--- config.mk ---
export PLATFORM = sky130hd
export DESIGN_NAME = lsu_mem_arbiter_flat
export DESIGN_NICKNAME = d
export VERILOG_FILES = /design/src/rtl/lsu_mem_arbiter_if.sv /design/src/rtl/lsu_mem_arbiter.sv /design/src/flat_wrapper.sv
export SDC_FILE = /design/constraint.sdc
export NUM_CORES = 1
export LEC_CHECK = 0
export CAP_MARGIN = 20
export CORE_MARGIN = 2
export CORE_UTILIZATION = 28
export DETAILED_ROUTE_END_ITERATION = 8
export GPL_TIMING_DRIVEN = 0
export MAX_ROUTING_LAYER = met4
export PLACE_DENSITY_LB_ADDON = 0.2
export SYNTH_ARGS = -nofsm -noshare
export SYNTH_HDL_FRONTEND = slang
export SYNTH_SLANG_ARGS = --single-unit
export TNS_END_PERCENT = 1
--- constraint.sdc ---
create_clock -name clk -period 2.15 [get_ports clk]
set_input_delay 0.3225 -clock clk [delete_from_list [all_inputs] [get_ports clk]]
set_output_delay 0.3225 -clock clk [all_outputs]
set_load 0.01 [all_outputs]
--- src/rtl/lsu_mem_arbiter_if.sv ---
`default_nettype none
// ============================================================================
// Module   : lsu_mem_arbiter_if
// Brief    : LSU request/response bundle plus the shared data-memory channel.
// Revision : 1.0
// ============================================================================
interface lsu_mem_arbiter_if #(
  parameter int NUM_LSUS  = 4,
  parameter int ADDR_BITS = 8,
  parameter int DATA_BITS = 8
);
  logic [NUM_LSUS-1:0]           lsu_read_valid;
  logic [NUM_LSUS*ADDR_BITS-1:0] lsu_read_address;
  logic [NUM_LSUS-1:0]           lsu_read_ready;
  logic [NUM_LSUS*DATA_BITS-1:0] lsu_read_data;
  logic [NUM_LSUS-1:0]           lsu_write_valid;
  logic [NUM_LSUS*ADDR_BITS-1:0] lsu_write_address;
  logic [NUM_LSUS*DATA_BITS-1:0] lsu_write_data;
  logic [NUM_LSUS-1:0]           lsu_write_ready;
  logic                          mem_valid;
  logic                          mem_we;
  logic [ADDR_BITS-1:0]          mem_address;
  logic [DATA_BITS-1:0]          mem_wdata;
  logic                          mem_ready;
  logic [DATA_BITS-1:0]          mem_rdata;

  // master: the environment (LSUs and memory); slave: the arbiter
  modport master (
    output lsu_read_valid, lsu_read_address, lsu_write_valid,
           lsu_write_address, lsu_write_data, mem_ready, mem_rdata,
    input  lsu_read_ready, lsu_read_data, lsu_write_ready,
           mem_valid, mem_we, mem_address, mem_wdata
  );

  modport slave (
    input  lsu_read_valid, lsu_read_address, lsu_write_valid,
           lsu_write_address, lsu_write_data, mem_ready, mem_rdata,
    output lsu_read_ready, lsu_read_data, lsu_write_ready,
           mem_valid, mem_we, mem_address, mem_wdata
  );
endinterface
`default_nettype wire

--- src/rtl/lsu_mem_arbiter.sv ---
`default_nettype none
// ============================================================================
// Module   : lsu_mem_arbiter
// Brief    : Round-robin sharing of one data-memory port between LSUs, one
//            transaction at a time. Optional macro ARB_TIMEOUT_EN adds a
//            WAIT-state abort after TIMEOUT_CYCLES cycles.
// Revision : 1.0
// ============================================================================
module lsu_mem_arbiter #(
  parameter int NUM_LSUS       = 4,
  parameter int ADDR_BITS      = 8,
  parameter int DATA_BITS      = 8,
  parameter int TIMEOUT_CYCLES = 64
) (
  input  wire logic                        clk,
  input  wire logic                        reset,
  lsu_mem_arbiter_if.slave                 bus,
  output logic [$clog2(NUM_LSUS)-1:0]      grant_id,
  output logic                             busy,
  output logic                             timeout_err
);
  localparam int c_idx_w = $clog2(NUM_LSUS);
  localparam logic [c_idx_w:0]   c_num  = (c_idx_w+1)'(NUM_LSUS);
  localparam logic [c_idx_w-1:0] c_last = c_idx_w'(NUM_LSUS - 1);

  localparam logic [1:0] c_st_idle    = 2'd0;
  localparam logic [1:0] c_st_wait    = 2'd1;
  localparam logic [1:0] c_st_release = 2'd2;

  logic [1:0]           r_state, w_state_nxt;
  logic [c_idx_w-1:0]   r_rr_ptr, w_rr_ptr_nxt;
  logic [c_idx_w-1:0]   r_grant, w_grant_nxt, w_pick;
  logic [c_idx_w:0]     w_sum;
  logic                 w_hit;
  logic                 r_mem_valid, w_mem_valid_nxt;
  logic                 r_mem_we, w_mem_we_nxt;
  logic [ADDR_BITS-1:0] r_mem_address, w_mem_address_nxt;
  logic [DATA_BITS-1:0] r_mem_wdata, w_mem_wdata_nxt;
  logic [NUM_LSUS-1:0]  r_rd_ready, w_rd_ready_nxt;
  logic [NUM_LSUS-1:0]  r_wr_ready, w_wr_ready_nxt;
  logic [NUM_LSUS-1:0]  w_req;
  logic                 r_busy;
  logic                 w_rd_load;
  logic [DATA_BITS-1:0] w_rd_value;
  logic                 w_expire;
  logic [DATA_BITS-1:0] r_rd_data [NUM_LSUS];
  logic [ADDR_BITS-1:0] w_rd_addr [NUM_LSUS];
  logic [ADDR_BITS-1:0] w_wr_addr [NUM_LSUS];
  logic [DATA_BITS-1:0] w_wr_data [NUM_LSUS];

  assign w_req = bus.lsu_read_valid | bus.lsu_write_valid;

  for (genvar i = 0; i < NUM_LSUS; i++) begin : g_lane
    assign w_rd_addr[i] = bus.lsu_read_address[i*ADDR_BITS +: ADDR_BITS];
    assign w_wr_addr[i] = bus.lsu_write_address[i*ADDR_BITS +: ADDR_BITS];
    assign w_wr_data[i] = bus.lsu_write_data[i*DATA_BITS +: DATA_BITS];
    assign bus.lsu_read_data[i*DATA_BITS +: DATA_BITS] = r_rd_data[i];
  end

  // Descending scan so the requester closest to r_rr_ptr is the one kept.
  always_comb begin
    w_hit  = 1'b0;
    w_pick = r_rr_ptr;
    w_sum  = '0;
    for (int k = NUM_LSUS - 1; k >= 0; k--) begin
      w_sum = {1'b0, r_rr_ptr} + (c_idx_w+1)'(k);
      if (w_sum >= c_num) w_sum = w_sum - c_num;
      if (w_req[w_sum[c_idx_w-1:0]]) begin
        w_hit  = 1'b1;
        w_pick = w_sum[c_idx_w-1:0];
      end
    end
  end

  always_comb begin
    w_state_nxt = r_state;
    case (r_state)
      c_st_idle:    if (w_hit) w_state_nxt = c_st_wait;
      c_st_wait:    if (bus.mem_ready || w_expire) w_state_nxt = c_st_release;
      c_st_release: w_state_nxt = c_st_idle;
      default:      w_state_nxt = c_st_idle;
    endcase
  end

  always_comb begin
    w_mem_valid_nxt   = r_mem_valid;
    w_mem_we_nxt      = r_mem_we;
    w_mem_address_nxt = r_mem_address;
    w_mem_wdata_nxt   = r_mem_wdata;
    w_grant_nxt       = r_grant;
    w_rr_ptr_nxt      = r_rr_ptr;
    w_rd_ready_nxt    = '0;
    w_wr_ready_nxt    = '0;
    w_rd_load         = 1'b0;
    case (r_state)
      c_st_idle: begin
        if (w_hit) begin
          w_mem_valid_nxt = 1'b1;
          w_grant_nxt     = w_pick;
          // A write outranks a read raised by the same LSU.
          if (bus.lsu_write_valid[w_pick]) begin
            w_mem_we_nxt      = 1'b1;
            w_mem_address_nxt = w_wr_addr[w_pick];
            w_mem_wdata_nxt   = w_wr_data[w_pick];
          end else begin
            w_mem_we_nxt      = 1'b0;
            w_mem_address_nxt = w_rd_addr[w_pick];
          end
        end
      end
      c_st_wait: begin
        if (bus.mem_ready || w_expire) begin
          w_mem_valid_nxt = 1'b0;
          w_rr_ptr_nxt    = (r_grant == c_last) ? '0 : r_grant + c_idx_w'(1);
          if (r_mem_we) begin
            w_wr_ready_nxt[r_grant] = 1'b1;
          end else begin
            w_rd_ready_nxt[r_grant] = 1'b1;
            w_rd_load               = 1'b1;
          end
        end
      end
      default: ;
    endcase
  end

  assign w_rd_value = bus.mem_ready ? bus.mem_rdata : '1;

  always_ff @(posedge clk or posedge reset) begin
    if (reset) begin
      r_state       <= c_st_idle;
      r_rr_ptr      <= '0;
      r_grant       <= '0;
      r_mem_valid   <= 1'b0;
      r_mem_we      <= 1'b0;
      r_mem_address <= '0;
      r_mem_wdata   <= '0;
      r_rd_ready    <= '0;
      r_wr_ready    <= '0;
      r_busy        <= 1'b0;
      for (int i = 0; i < NUM_LSUS; i++) r_rd_data[i] <= '0;
    end else begin
      r_state       <= w_state_nxt;
      r_rr_ptr      <= w_rr_ptr_nxt;
      r_grant       <= w_grant_nxt;
      r_mem_valid   <= w_mem_valid_nxt;
      r_mem_we      <= w_mem_we_nxt;
      r_mem_address <= w_mem_address_nxt;
      r_mem_wdata   <= w_mem_wdata_nxt;
      r_rd_ready    <= w_rd_ready_nxt;
      r_wr_ready    <= w_wr_ready_nxt;
      r_busy        <= (w_state_nxt != c_st_idle);
      if (w_rd_load) r_rd_data[r_grant] <= w_rd_value;
    end
  end

`ifdef ARB_TIMEOUT_EN
  localparam int c_tmr_w = $clog2(TIMEOUT_CYCLES + 1);
  localparam logic [c_tmr_w-1:0] c_tmr_last = c_tmr_w'(TIMEOUT_CYCLES - 1);

  logic [c_tmr_w-1:0] r_timer;
  logic               r_timeout_err;

  // Fires on the last permitted WAIT cycle when memory still has not answered.
  assign w_expire = (r_state == c_st_wait) && !bus.mem_ready && (r_timer == c_tmr_last);

  always_ff @(posedge clk or posedge reset) begin
    if (reset) begin
      r_timer       <= '0;
      r_timeout_err <= 1'b0;
    end else begin
      r_timer <= (r_state == c_st_wait) ? r_timer + c_tmr_w'(1) : '0;
      if (w_expire) r_timeout_err <= 1'b1;
    end
  end

  assign timeout_err = r_timeout_err;
`else
  localparam int c_unused_timeout = TIMEOUT_CYCLES;
  assign w_expire    = 1'b0;
  assign timeout_err = 1'b0;
`endif

  assign bus.mem_valid      = r_mem_valid;
  assign bus.mem_we         = r_mem_we;
  assign bus.mem_address    = r_mem_address;
  assign bus.mem_wdata      = r_mem_wdata;
  assign bus.lsu_read_ready = r_rd_ready;
  assign bus.lsu_write_ready = r_wr_ready;
  assign grant_id           = r_grant;
  assign busy               = r_busy;
endmodule
`default_nettype wire

--- src/flat_wrapper.sv ---
// flat-port wrapper written by rule: the top's interface ports become plain ports
module lsu_mem_arbiter_flat 
#(
  parameter int NUM_LSUS       = 4,
  parameter int ADDR_BITS      = 8,
  parameter int DATA_BITS      = 8,
  parameter int TIMEOUT_CYCLES = 64
)
  (clk, reset, grant_id, busy, timeout_err, bus_lsu_read_valid, bus_lsu_read_address, bus_lsu_write_valid, bus_lsu_write_address, bus_lsu_write_data, bus_mem_ready, bus_mem_rdata, bus_lsu_read_ready, bus_lsu_read_data, bus_lsu_write_ready, bus_mem_valid, bus_mem_we, bus_mem_address, bus_mem_wdata);
  lsu_mem_arbiter_if #(.NUM_LSUS(NUM_LSUS), .ADDR_BITS(ADDR_BITS), .DATA_BITS(DATA_BITS)) bus_i ();
  input  wire logic clk;
  input  wire logic reset;
  output logic [$clog2(NUM_LSUS)-1:0] grant_id;
  output logic busy;
  output logic timeout_err;
  input wire logic [$bits(bus_i.lsu_read_valid)-1:0] bus_lsu_read_valid;
  input wire logic [$bits(bus_i.lsu_read_address)-1:0] bus_lsu_read_address;
  input wire logic [$bits(bus_i.lsu_write_valid)-1:0] bus_lsu_write_valid;
  input wire logic [$bits(bus_i.lsu_write_address)-1:0] bus_lsu_write_address;
  input wire logic [$bits(bus_i.lsu_write_data)-1:0] bus_lsu_write_data;
  input wire logic [$bits(bus_i.mem_ready)-1:0] bus_mem_ready;
  input wire logic [$bits(bus_i.mem_rdata)-1:0] bus_mem_rdata;
  output wire logic [$bits(bus_i.lsu_read_ready)-1:0] bus_lsu_read_ready;
  output wire logic [$bits(bus_i.lsu_read_data)-1:0] bus_lsu_read_data;
  output wire logic [$bits(bus_i.lsu_write_ready)-1:0] bus_lsu_write_ready;
  output wire logic [$bits(bus_i.mem_valid)-1:0] bus_mem_valid;
  output wire logic [$bits(bus_i.mem_we)-1:0] bus_mem_we;
  output wire logic [$bits(bus_i.mem_address)-1:0] bus_mem_address;
  output wire logic [$bits(bus_i.mem_wdata)-1:0] bus_mem_wdata;
  assign bus_i.lsu_read_valid = bus_lsu_read_valid;
  assign bus_i.lsu_read_address = bus_lsu_read_address;
  assign bus_i.lsu_write_valid = bus_lsu_write_valid;
  assign bus_i.lsu_write_address = bus_lsu_write_address;
  assign bus_i.lsu_write_data = bus_lsu_write_data;
  assign bus_i.mem_ready = bus_mem_ready;
  assign bus_i.mem_rdata = bus_mem_rdata;
  assign bus_lsu_read_ready = bus_i.lsu_read_ready;
  assign bus_lsu_read_data = bus_i.lsu_read_data;
  assign bus_lsu_write_ready = bus_i.lsu_write_ready;
  assign bus_mem_valid = bus_i.mem_valid;
  assign bus_mem_we = bus_i.mem_we;
  assign bus_mem_address = bus_i.mem_address;
  assign bus_mem_wdata = bus_i.mem_wdata;
  lsu_mem_arbiter #(.NUM_LSUS(NUM_LSUS), .ADDR_BITS(ADDR_BITS), .DATA_BITS(DATA_BITS), .TIMEOUT_CYCLES(TIMEOUT_CYCLES)) u_core (.clk(clk), .reset(reset), .bus(bus_i), .grant_id(grant_id), .busy(busy), .timeout_err(timeout_err));
endmodule
==> results of run 1 <==
-- registers in the layout, summed over array words and instances (netlist names) --
signal                      flops
u_core.bus.lsu_read_data       32
u_core.bus.lsu_read_ready       4
u_core.bus.lsu_write_ready      4
u_core.bus.mem_address          8
u_core.bus.mem_valid            1
u_core.bus.mem_wdata            8
u_core.bus.mem_we               1
u_core.busy                     1
u_core.grant_id                 2
u_core.r_rr_ptr                 2
u_core.r_state                  2
-- final cells by class --
| cell class | count | area [sq um] |
|---|---|---|
| repair buffers | 190 | 1900 |
| well taps | 147 | 184 |
| plain buffers | 21 | 149 |
| clock inverters | 6 | 91.3 |
| fillers | 1069 | 5940 |
| flip-flops and latches | 65 | 1630 |
| multi-input cells | 243 | 1700 |
| clock buffers | 10 | 239 |
| inverters | 10 | 37.5 |
-- power by group through the flow --
stage,clock [mW],combinational [mW],sequential [mW]
finish,1.61,3.58,2.10
global route,1.68,3.92,2.17
CTS,1.62,3.56,2.11
detailed placement,0,3.29,2.09
global placement,0,3.23,2.08
floorplan,0,1.39,2.26
-- through the flow --
step	worst slack, ns	hold slack, ns	utilization	instance area, sq um
2_1_floorplan	0.0241	0.416	-	3380
3_3_place_gp	-0.981	0.436	0.447	5310
3_5_place_dp	-1.04	0.442	0.449	5330
4_1_cts	-0.0152	0.376	0.495	5880
5_1_grt	-0.0467	0.402	0.499	5920
6_report	0.0381	0.359	0.499	5920
-- routing by layer --
metal | GRT usage | wire (um)
met1 | 0.231 | 4930
met4 | 0.0480 | 157
met5 | - | 0
met3 | 0.0383 | 823
met2 | 0.311 | 5620
-- kinds of logic (layout without fill, tap and decap cells) --
logic type               Yosys count  in the layout  share of synthesized area
buffers and inverters             33            237                     0.0439
flip-flops                        65             65                      0.483
other                              1              1                    0.00111
multiplexers                      32             32                     0.0981
adder cells (fa/ha/maj)            4              4                     0.0149
AO/OA/AOI/OAI                    110            110                      0.221
AND/OR/NAND/NOR                   96             96                      0.138
-- cells in the final DEF (no fill, tap or decap), types with 4 or more instances in the layout --
master                            count
sky130_fd_sc_hd__a2111oi_1            6
sky130_fd_sc_hd__a211oi_1            13
sky130_fd_sc_hd__a211oi_2             4
sky130_fd_sc_hd__a21oi_1             19
sky130_fd_sc_hd__a221o_1              9
sky130_fd_sc_hd__a22oi_1              8
sky130_fd_sc_hd__and3_1               6
sky130_fd_sc_hd__buf_4               14
sky130_fd_sc_hd__buf_6                5
sky130_fd_sc_hd__clkbuf_1             7
sky130_fd_sc_hd__clkbuf_16            9
sky130_fd_sc_hd__clkbuf_2             4
sky130_fd_sc_hd__clkdlybuf4s50_1    166
sky130_fd_sc_hd__dfrtp_1             64
sky130_fd_sc_hd__dlygate4sd2_1        7
sky130_fd_sc_hd__ha_1                 4
sky130_fd_sc_hd__inv_1                8
sky130_fd_sc_hd__mux2_2               8
sky130_fd_sc_hd__mux2i_1             24
sky130_fd_sc_hd__nand2_1             52
sky130_fd_sc_hd__nor2b_1             23
sky130_fd_sc_hd__o21ai_0             38
-- repair_timing --
action | CTS | global route
pin swaps | 9 | 5
setup buffers | 11 | 3
cloned | 1 | 0
hold endpoints to repair | 0 | 0
gates resized for setup | 46 | 9
setup endpoints to repair | 42 | 19
-- worst paths after layout --
kind | startpoint | end | slack, ns | cells past startpoint
worst max-delay path | bus_lsu_read_valid[0] | u_core.bus.mem_wdata[2] | 0.04 | 11
worst min-delay path | reset | u_core.bus.mem_wdata[1] | 0.36 | 2
worst max register to register | u_core.r_rr_ptr[1] | u_core.bus.mem_wdata[2] | 0.05 | 10
worst min register to register | u_core.r_state[1] | u_core.busy | 0.46 | 1
max in group asynchronous | reset | u_core.r_rr_ptr[0] | 1.17 | 3
min in group clk | u_core.r_state[1] | u_core.busy | 0.46 | 1
==> impl_metrics.toml, run 1 <==
[power]
power.sequential.fraction = 0.288
intPower_mw = 4.75
ir_worst_vdd_mv = 0.456
swShare = 0.348
power.share.clock = 0.221
power.combinational.fraction = 0.491
net_switching_component_of_the_power_mw = 2.53
powerDensity_nw_per_um2 = 1230
p_leak_nw = 2.55
total_power_mw = 7.28

[timing]
rsz0062_at_grt = "yes"
max_clock_freq_ghz = 0.474
period_needed_ns = 2.11
maxSlewViolCount = 0
timing.final.setup_violations = 0
total_negative_slack_for_setup_checks_ns = 0
max_slew_margin = 0.649
actual_transition_at_the_worst_max_transition_pin_ns = 0.526
final-hold-violation-count = 0
timing.clock.skew_ns = 0.00527
share_of_the_clock_period_used_by_the_worst_path_after_layout = 0.982

[global_route]
number_of_global_route_vias_before_repair = 3575
grt_start_max_net_pins = 44
track_usage = 0.186
antenna_found_initial = 0
grt_pass1_wl_mm = 18.3
grt.overflow.total = 0

[placed_design]
numPortBuffers = 174
dp.final_hpwl_mm = 8.82
dp.cells = 663
routabilityCongestion = 0.782

[synth]
synthArstFlopShare = 1.00
synth.distinct_cells = 39
ys_ff_latch = 65
mappedNetlistNets = 460
synth_top_flop_cell = "sky130_fd_sc_hd__dfrtp_1"
synth_enable_flop_cells = 0
post-synth-top-count-cell = "sky130_fd_sc_hd__dfrtp_1"
synthDominantAreaCellType = "sky130_fd_sc_hd__dfrtp_1"
synth_commonest_cells = "65 x sky130_fd_sc_hd__dfrtp_1, 52 x sky130_fd_sc_hd__nand2_1, 38 x sky130_fd_sc_hd__o21ai_0, 24 x sky130_fd_sc_hd__mux2i_1, 23 x sky130_fd_sc_hd__nor2b_1"
syn_avg_cell_area_sq_um = 9.87
synth-warning-count = 0
combined_area_of_all_synthesized_cells_sq_um = 3370
netlist_top_cells_area = "sky130_fd_sc_hd__dfrtp_1 48%, sky130_fd_sc_hd__mux2i_1 7.1%, sky130_fd_sc_hd__nand2_1 5.8%, sky130_fd_sc_hd__o21ai_0 5.7%, sky130_fd_sc_hd__nor2b_1 4.3%"
synthesis.instances = 341
synth_sequential_area_ratio = 0.483
yosysTopAreaCellShare = 0.483

[drt]
wl_per_cell_um = 16.7
postRouteAntennaNets = 0
vias = 3405
detailedRoute.firstIterationViolations = 164
postRouteWirelength_mm = 11.5
detailedRoute.firstPassIterationCount = 4
detail_route.drc_violations = 0
routed_via_density = 4.92

[setup_path]
worst-endpoint-arrival_ns = 2.32
crit_path_cell_trace = "dlygate4sd2_1 -> nor2_4 -> nor3_2 -> o21bai_4 -> a221o_1 -> buf_6 -> a22oi_2 -> a211oi_4 -> buf_4 -> buf_12 -> mux2_2"
timing.critical_path.to_type = "flop"
required_time_of_the_worst_setup_path_ns = 2.36
crit_path_top_delay_cell = "sky130_fd_sc_hd__a221o_1"
cell_family_contributing_the_most_delay_on_the_critical_path = "compound AO/OA/AOI/OAI gates"
timing.setup.critical_path_class = "in2reg"
critPathMaxFanout = 6
crit_path_max_incr_delay_ns = 0.38
worst_setup_path_start_kind = "input port"
worstPathBufferInverterCount = 4

[cells_and_area]
num-nets-final = 659
syn2layout_area_growth_pct = 75.9
number_of_diodes = 0
final_layout_size_suffix_gt1_frac = 0.143
final-instance-count-excl-fill = 692

[clocking]
h-tree-depth = 3
clk_root_buffer_cell = "sky130_fd_sc_hd__clkbuf_16"
cts.path.max_buffers = 2
cts.sink_count = 65
cts_inserted_buffers = 9
cts_tree = "yes"
clock_transition_at_the_register_clock_pins_on_the_worst_setup_and_hold_paths_after_cts_ns = 0.06
worstSkewPairLatency_ns = 0.32
cts_hold_buffers = 0

[outcome]
run_status = "completed"

[die]
fp.dieH_um = 114
io_pins = 177
floorplan.core_area_sq_um = 11900
placement_rows = 40
floorplan.initialDensity = 0.284
die-area_sq_um = 12900
die_w_um = 114

[worst_hold_path]
min_path_type = "in2async"

[job]
drv.max_cap_violation_count = 0
(Power assumes the default switching activity.)
==> run 2, diff against run 1 <==
CTS_CLUSTER_DIAMETER = 200   (was not set)
CTS_CLUSTER_SIZE = 30   (was not set)
clock period = 2.2 ns   (was 2.15 ns; I/O delays follow)
==> run 2 against run 1 <==
  * Combinational power is 1% lower
  * Clock-buffer cell count stayed put
  * Setup slack better by 0.024 ns
  * Clock power is 11% higher
  * Largest cell class unchanged
  * Cell count is 0.43% lower
  * Wire length is 0.36% lower
  * Via count is 0.70% lower
==> impl_metrics.toml, run 2 (synthesis results as in run 1) <==
[setup_path]
startpoint_of_the_worst_register_to_register_path = "u_core.r_rr_ptr[0]"
ff2ff_setup_slack_ns = 0.06
required_time_of_the_worst_setup_path_ns = 2.40
critical-path-top-cell-by-count = "sky130_fd_sc_hd__buf_4"
timing.critical_path.to_type = "flop"
timing.setup.critical_path_class = "reg2reg"
cell_family_contributing_the_most_delay_on_the_critical_path = "compound AO/OA/AOI/OAI gates"
worst-endpoint-arrival_ns = 2.34
crit_path_cell_trace = "o32a_1 -> nor2_4 -> buf_4 -> a21oi_1 -> a22oi_2 -> a211oi_4 -> buf_4 -> buf_12 -> mux2_2"
critical_path.reg2reg.endpoint = "u_core.bus.mem_wdata[0]"
worst_setup_path_start_kind = "flop"
critPathMaxFanout = 10
crit_path_top_delay_cell = "sky130_fd_sc_hd__dfrtp_2"
r2r.worst_path.cells = 9
worstPathBufferInverterCount = 3
crit_path_max_incr_delay_ns = 0.48

[timing]
final-hold-violation-count = 0
actual_transition_at_the_worst_max_transition_pin_ns = 0.600
rsz0062_at_grt = "yes"
max_clock_freq_ghz = 0.468
maxSlewViolCount = 0
max_slew_margin = 0.599
timing.final.setup_violations = 0
total_negative_slack_for_setup_checks_ns = 0
timing.clock.skew_ns = 0.00696
share_of_the_clock_period_used_by_the_worst_path_after_layout = 0.972
period_needed_ns = 2.14
holdWs_ns = 0.399

[drt]
postRouteWirelength_mm = 11.5
routed_via_density = 4.91
wl_per_cell_um = 16.7
routed-wl-met3_um = 822
postRouteAntennaNets = 0
detail_route.drc_violations = 0
vias = 3381
detailedRoute.firstIterationViolations = 103
top_layer = "met4"
detailedRoute.firstPassIterationCount = 4
met1Wirelength_mm = 4.73
routed-wl-met2_mm = 5.76

[power]
power.share.clock = 0.243
intPower_mw = 4.89
power.combinational.fraction = 0.478
ir_worst_vdd_mv = 0.436
power.sequential.fraction = 0.279
p_leak_nw = 2.58
net_switching_component_of_the_power_mw = 2.48
swShare = 0.336
powerDensity_nw_per_um2 = 1240

[cells_and_area]
design_area_sq_um = 5970
num-nets-final = 656
layout_commonest_cell = "sky130_fd_sc_hd__clkdlybuf4s50_1"
max_ffs_per_register = 32
layout.cells.most_common_list = "166 x sky130_fd_sc_hd__clkdlybuf4s50_1, 64 x sky130_fd_sc_hd__dfrtp_1, 52 x sky130_fd_sc_hd__nand2_1"
final-instance-count-excl-fill = 689
number_of_diodes = 0
final_core_util = 0.503
syn2layout_area_growth_pct = 77.2
final_layout_size_suffix_gt1_frac = 0.140
fill_cells = 1101

[die]
io_pins = 177
die_w_um = 114
die-area_sq_um = 12900
floorplan.initialDensity = 0.284
fp.dieH_um = 114
placement_rows = 40
floorplan.core_area_sq_um = 11900

[placed_design]
dp.final_hpwl_mm = 8.70
dp.cells = 663
dpl-instance-area_sq_um = 5320
routabilityCongestion = 0.851
numPortBuffers = 174

[clocking]
clk_root_buffer_cell = "sky130_fd_sc_hd__clkbuf_16"
cts_inserted_buffers = 9
cts.path.max_buffers = 2
clock_transition_at_the_register_clock_pins_on_the_worst_setup_and_hold_paths_after_cts_ns = 0.06
cts_tree = "yes"
cts.sink_count = 65
worstSkewPairLatency_ns = 0.32
h-tree-depth = 3

[outcome]
run_status = "completed"

[global_route]
grt_pass1_wl_mm = 18.4
antenna_found_initial = 0
grt.overflow.total = 0
grt_start_max_net_pins = 41
number_of_global_route_vias_before_repair = 3591
track_usage = 0.188

[job]
drv.max_cap_violation_count = 0

[worst_hold_path]
min_path_type = "in2async"
[run 2: worst max-delay path by stage]
stage                              endpoint  cells past startpoint                   start
4_1_cts        u_core.bus.lsu_read_data[26]                      8           bus_mem_ready
5_1_grt             u_core.bus.mem_wdata[7]                      9      u_core.r_rr_ptr[0]
2_1_floorplan       u_core.bus.mem_wdata[7]                     10  bus_lsu_write_valid[0]
3_3_place_gp      u_core.bus.mem_address[2]                      9  bus_lsu_write_valid[2]
6_report            u_core.bus.mem_wdata[0]                      9      u_core.r_rr_ptr[0]
3_5_place_dp        u_core.bus.mem_wdata[4]                      9  bus_lsu_write_valid[2]
[run 2: layout make-up]
type / count / area [sq um] / share of cell area
clock inverter: 6 / 138 / 0.0231
multi-input combinational: 243 / 1720 / 0.288
buffer: 21 / 141 / 0.0237
clock buffer: 10 / 239 / 0.0401
tap: 147 / 184 / 0.0308
inverter: 10 / 37.5 / 0.00629
timing repair buffer: 187 / 1880 / 0.315
sequential: 65 / 1630 / 0.273
[run 2: routing by layer]
metal	GRT usage	vias to the layer above
li1	-	1625
met1	0.225	1595
met2	0.318	145
met3	0.0414	16
met4	0.0585	0
met5	-	-
[run 2: repair_timing]
item / 4_1_cts / 5_1_grt
endpoints found under the setup margin: 20 / 47
resized for setup: 49 / 12
buffers inserted: 11 / 0
hold buffers: 0 / 0
pin swaps: 7 / 2
gates cloned: 1 / 0
[run 2: power by group through the flow]
stage / Sequential (mW) / Combinational (mW) / Clock [mW]
6_report: 2.05 / 3.53 / 1.79
5_1_grt: 2.13 / 3.82 / 1.88
4_1_cts: 2.05 / 3.49 / 1.83
2_1_floorplan: 2.21 / 1.35 / 0
3_5_place_dp: 2.03 / 3.21 / 0
3_3_place_gp: 2.02 / 3.16 / 0
[run 2: stage by stage]
stage | setup WS [ns] | power, mW
5_1_grt | -0.0655 | 7.84
6_report | 0.0620 | 7.37
4_1_cts | 0.00371 | 7.37
3_5_place_dp | -0.961 | 5.24
3_3_place_gp | -0.968 | 5.18
2_1_floorplan | 0.0257 | 3.56
==> run 3, diff against run 2 <==
clock period = 2.7 ns   (was 2.2 ns; I/O delays follow)
==> run 3 against run 2 <==
  * Design area down 4.5%
  * Via count down 1.4%
  * Global-route usage down 0.058 points
  * Die area unchanged
  * Register-to-register slack better by 0.32 ns
  * Setup slack better by 0.056 ns
  * Combinational power down 25%
  * Cell count down 1.3%
  * Clock power down 29%
  * Total power down 25%
  * Worst hold slack better by 0.063 ns
  * Clock-buffer cell count down 1
  * Largest cell class unchanged
  * Highest routed layer unchanged
==> impl_metrics.toml, run 3 (synthesis results as in run 1) <==
[timing]
total_negative_slack_for_setup_checks_ns = 0
rsz0062_at_grt = "yes"
timing.final.setup_violations = 0
actual_transition_at_the_worst_max_transition_pin_ns = 0.661
maxSlewViolCount = 0
final-hold-violation-count = 0
period_needed_ns = 2.58
timing.clock.skew_ns = 0.00523
max_clock_freq_ghz = 0.387
share_of_the_clock_period_used_by_the_worst_path_after_layout = 0.956
max_slew_margin = 0.558

[drt]
postRouteWirelength_mm = 11.5
wl_per_cell_um = 16.9
detail_route.drc_violations = 0
detailedRoute.firstPassIterationCount = 4
postRouteAntennaNets = 0
vias = 3334
detailedRoute.firstIterationViolations = 129
routed_via_density = 4.90

[cells_and_area]
syn2layout_area_growth_pct = 69.3
layout.cells.most_common_list = "173 x sky130_fd_sc_hd__clkdlybuf4s50_1, 65 x sky130_fd_sc_hd__dfrtp_1, 52 x sky130_fd_sc_hd__nand2_1"
num-nets-final = 647
max_ffs_per_register = 32
layout_commonest_cell = "sky130_fd_sc_hd__clkdlybuf4s50_1"
final_layout_size_suffix_gt1_frac = 0.0957
final-instance-count-excl-fill = 680
number_of_diodes = 0

[clocking]
cts_inserted_buffers = 9
clk_root_buffer_cell = "sky130_fd_sc_hd__clkbuf_16"
cts_tree = "yes"
cts.sink_count = 65
clock_transition_at_the_register_clock_pins_on_the_worst_setup_and_hold_paths_after_cts_ns = 0.06
cts.path.max_buffers = 2
h-tree-depth = 3
cts_hold_buffers = 0
worstSkewPairLatency_ns = 0.32

[global_route]
grt_pass1_wl_mm = 18.2
grt.overflow.total = 0
number_of_global_route_vias_before_repair = 3495
antenna_found_initial = 0
track_usage = 0.188
grt_start_max_net_pins = 38

[die]
floorplan.core_area_sq_um = 11900
die_w_um = 114
fp.dieH_um = 114
floorplan.initialDensity = 0.284
io_pins = 177
placement_rows = 40
die-area_sq_um = 12900

[placed_design]
dp.cells = 663
numPortBuffers = 174
routabilityCongestion = 0.753
dp.final_hpwl_mm = 8.79

[setup_path]
worst-endpoint-arrival_ns = 2.79
critPathMaxFanout = 10
cell_family_contributing_the_most_delay_on_the_critical_path = "buffers and inverters"
crit_path_max_incr_delay_ns = 0.41
crit_path_top_delay_cell = "sky130_fd_sc_hd__clkdlybuf4s50_1"
timing.setup.critical_path_class = "in2reg"
worstPathBufferInverterCount = 4
crit_path_cell_trace = "clkdlybuf4s50_1 -> buf_2 -> nor4_2 -> and3_1 -> or3_1 -> clkbuf_1 -> clkbuf_2 -> a2111oi_0 -> a221o_1"
required_time_of_the_worst_setup_path_ns = 2.91
worst_setup_path_start_kind = "input port"
timing.critical_path.to_type = "flop"

[outcome]
run_status = "completed"

[power]
powerDensity_nw_per_um2 = 975
ir_worst_vdd_mv = 0.486
p_leak_nw = 2.44

[job]
drv.max_cap_violation_count = 0

[worst_hold_path]
min_path_type = "reg2reg"
==> run 3: timing repair <==
| action | in CTS | in global routing |
|---|---|---|
| resized for setup | 4 | 15 |
| pin swaps | 1 | 0 |
| setup buffers | 1 | 0 |
| endpoints found under the setup margin | 16 | 16 |
==> run 3: layout make-up <==
type                    count  area, sq um
plain buffers              23          120
clock buffers               9          225
clock inverters             7          101
fillers                  1138         6160
inverters                  10         37.5
multi-input cells         243         1620
flip-flops and latches     65         1630
well taps                 147          184
repair buffers            176         1780
==> run 3: final timing paths <==
| path | depth (start not counted) | slack, ns | startpoint | end |
|---|---|---|---|---|
| worst max-delay path | 9 | 0.12 | bus_lsu_write_valid[3] | u_core.bus.mem_address[4] |
| worst min-delay path | 1 | 0.46 | u_core.r_state[1] | u_core.busy |
| worst max register to register | 8 | 0.38 | u_core.r_rr_ptr[0] | u_core.bus.mem_wdata[7] |
| worst min register to register | 1 | 0.46 | u_core.r_state[1] | u_core.busy |
| max in group asynchronous | 3 | 1.58 | reset | u_core.bus.lsu_read_data[31] |
| min in group asynchronous | 2 | 0.49 | reset | u_core.bus.mem_wdata[2] |
==> run 3: routing by layer <==
layer,global-route usage,up-vias,wire length [um]
li1,-,1604,-
met1,0.213,1592,4700
met2,0.326,132,5860
met3,0.0510,6,880
met4,0.0520,0,83
met5,-,-,0
==> run 3: power by group <==
part / leakage (nW) / switching [mW] / total [mW] / internal [mW]
Combinational: 1.48 / 1.25 / 2.64 / 1.40
Sequential: 0.807 / 0.248 / 1.64 / 1.39
Clock: 0.153 / 0.454 / 1.27 / 0.816
Total: 2.44 / 1.95 / 5.55 / 3.60
==> run 3: metrics by stage <==
| step | hold WS, ns | worst slack (ns) | util | cell area (sq um) | total power, mW |
|---|---|---|---|---|---|
| 6_report | 0.462 | 0.118 | 0.480 | 5700 | 5.55 |
| 5_1_grt | 0.503 | -0.0178 | 0.480 | 5700 | 5.95 |
| 4_1_cts | 0.455 | 0.0207 | 0.478 | 5670 | 5.59 |
| 3_5_place_dp | 0.448 | -0.499 | 0.448 | 5310 | 4.26 |
| 3_3_place_gp | 0.435 | -0.525 | 0.446 | 5290 | 4.20 |
| 2_1_floorplan | 0.416 | 0.380 | - | 3370 | 2.90 |
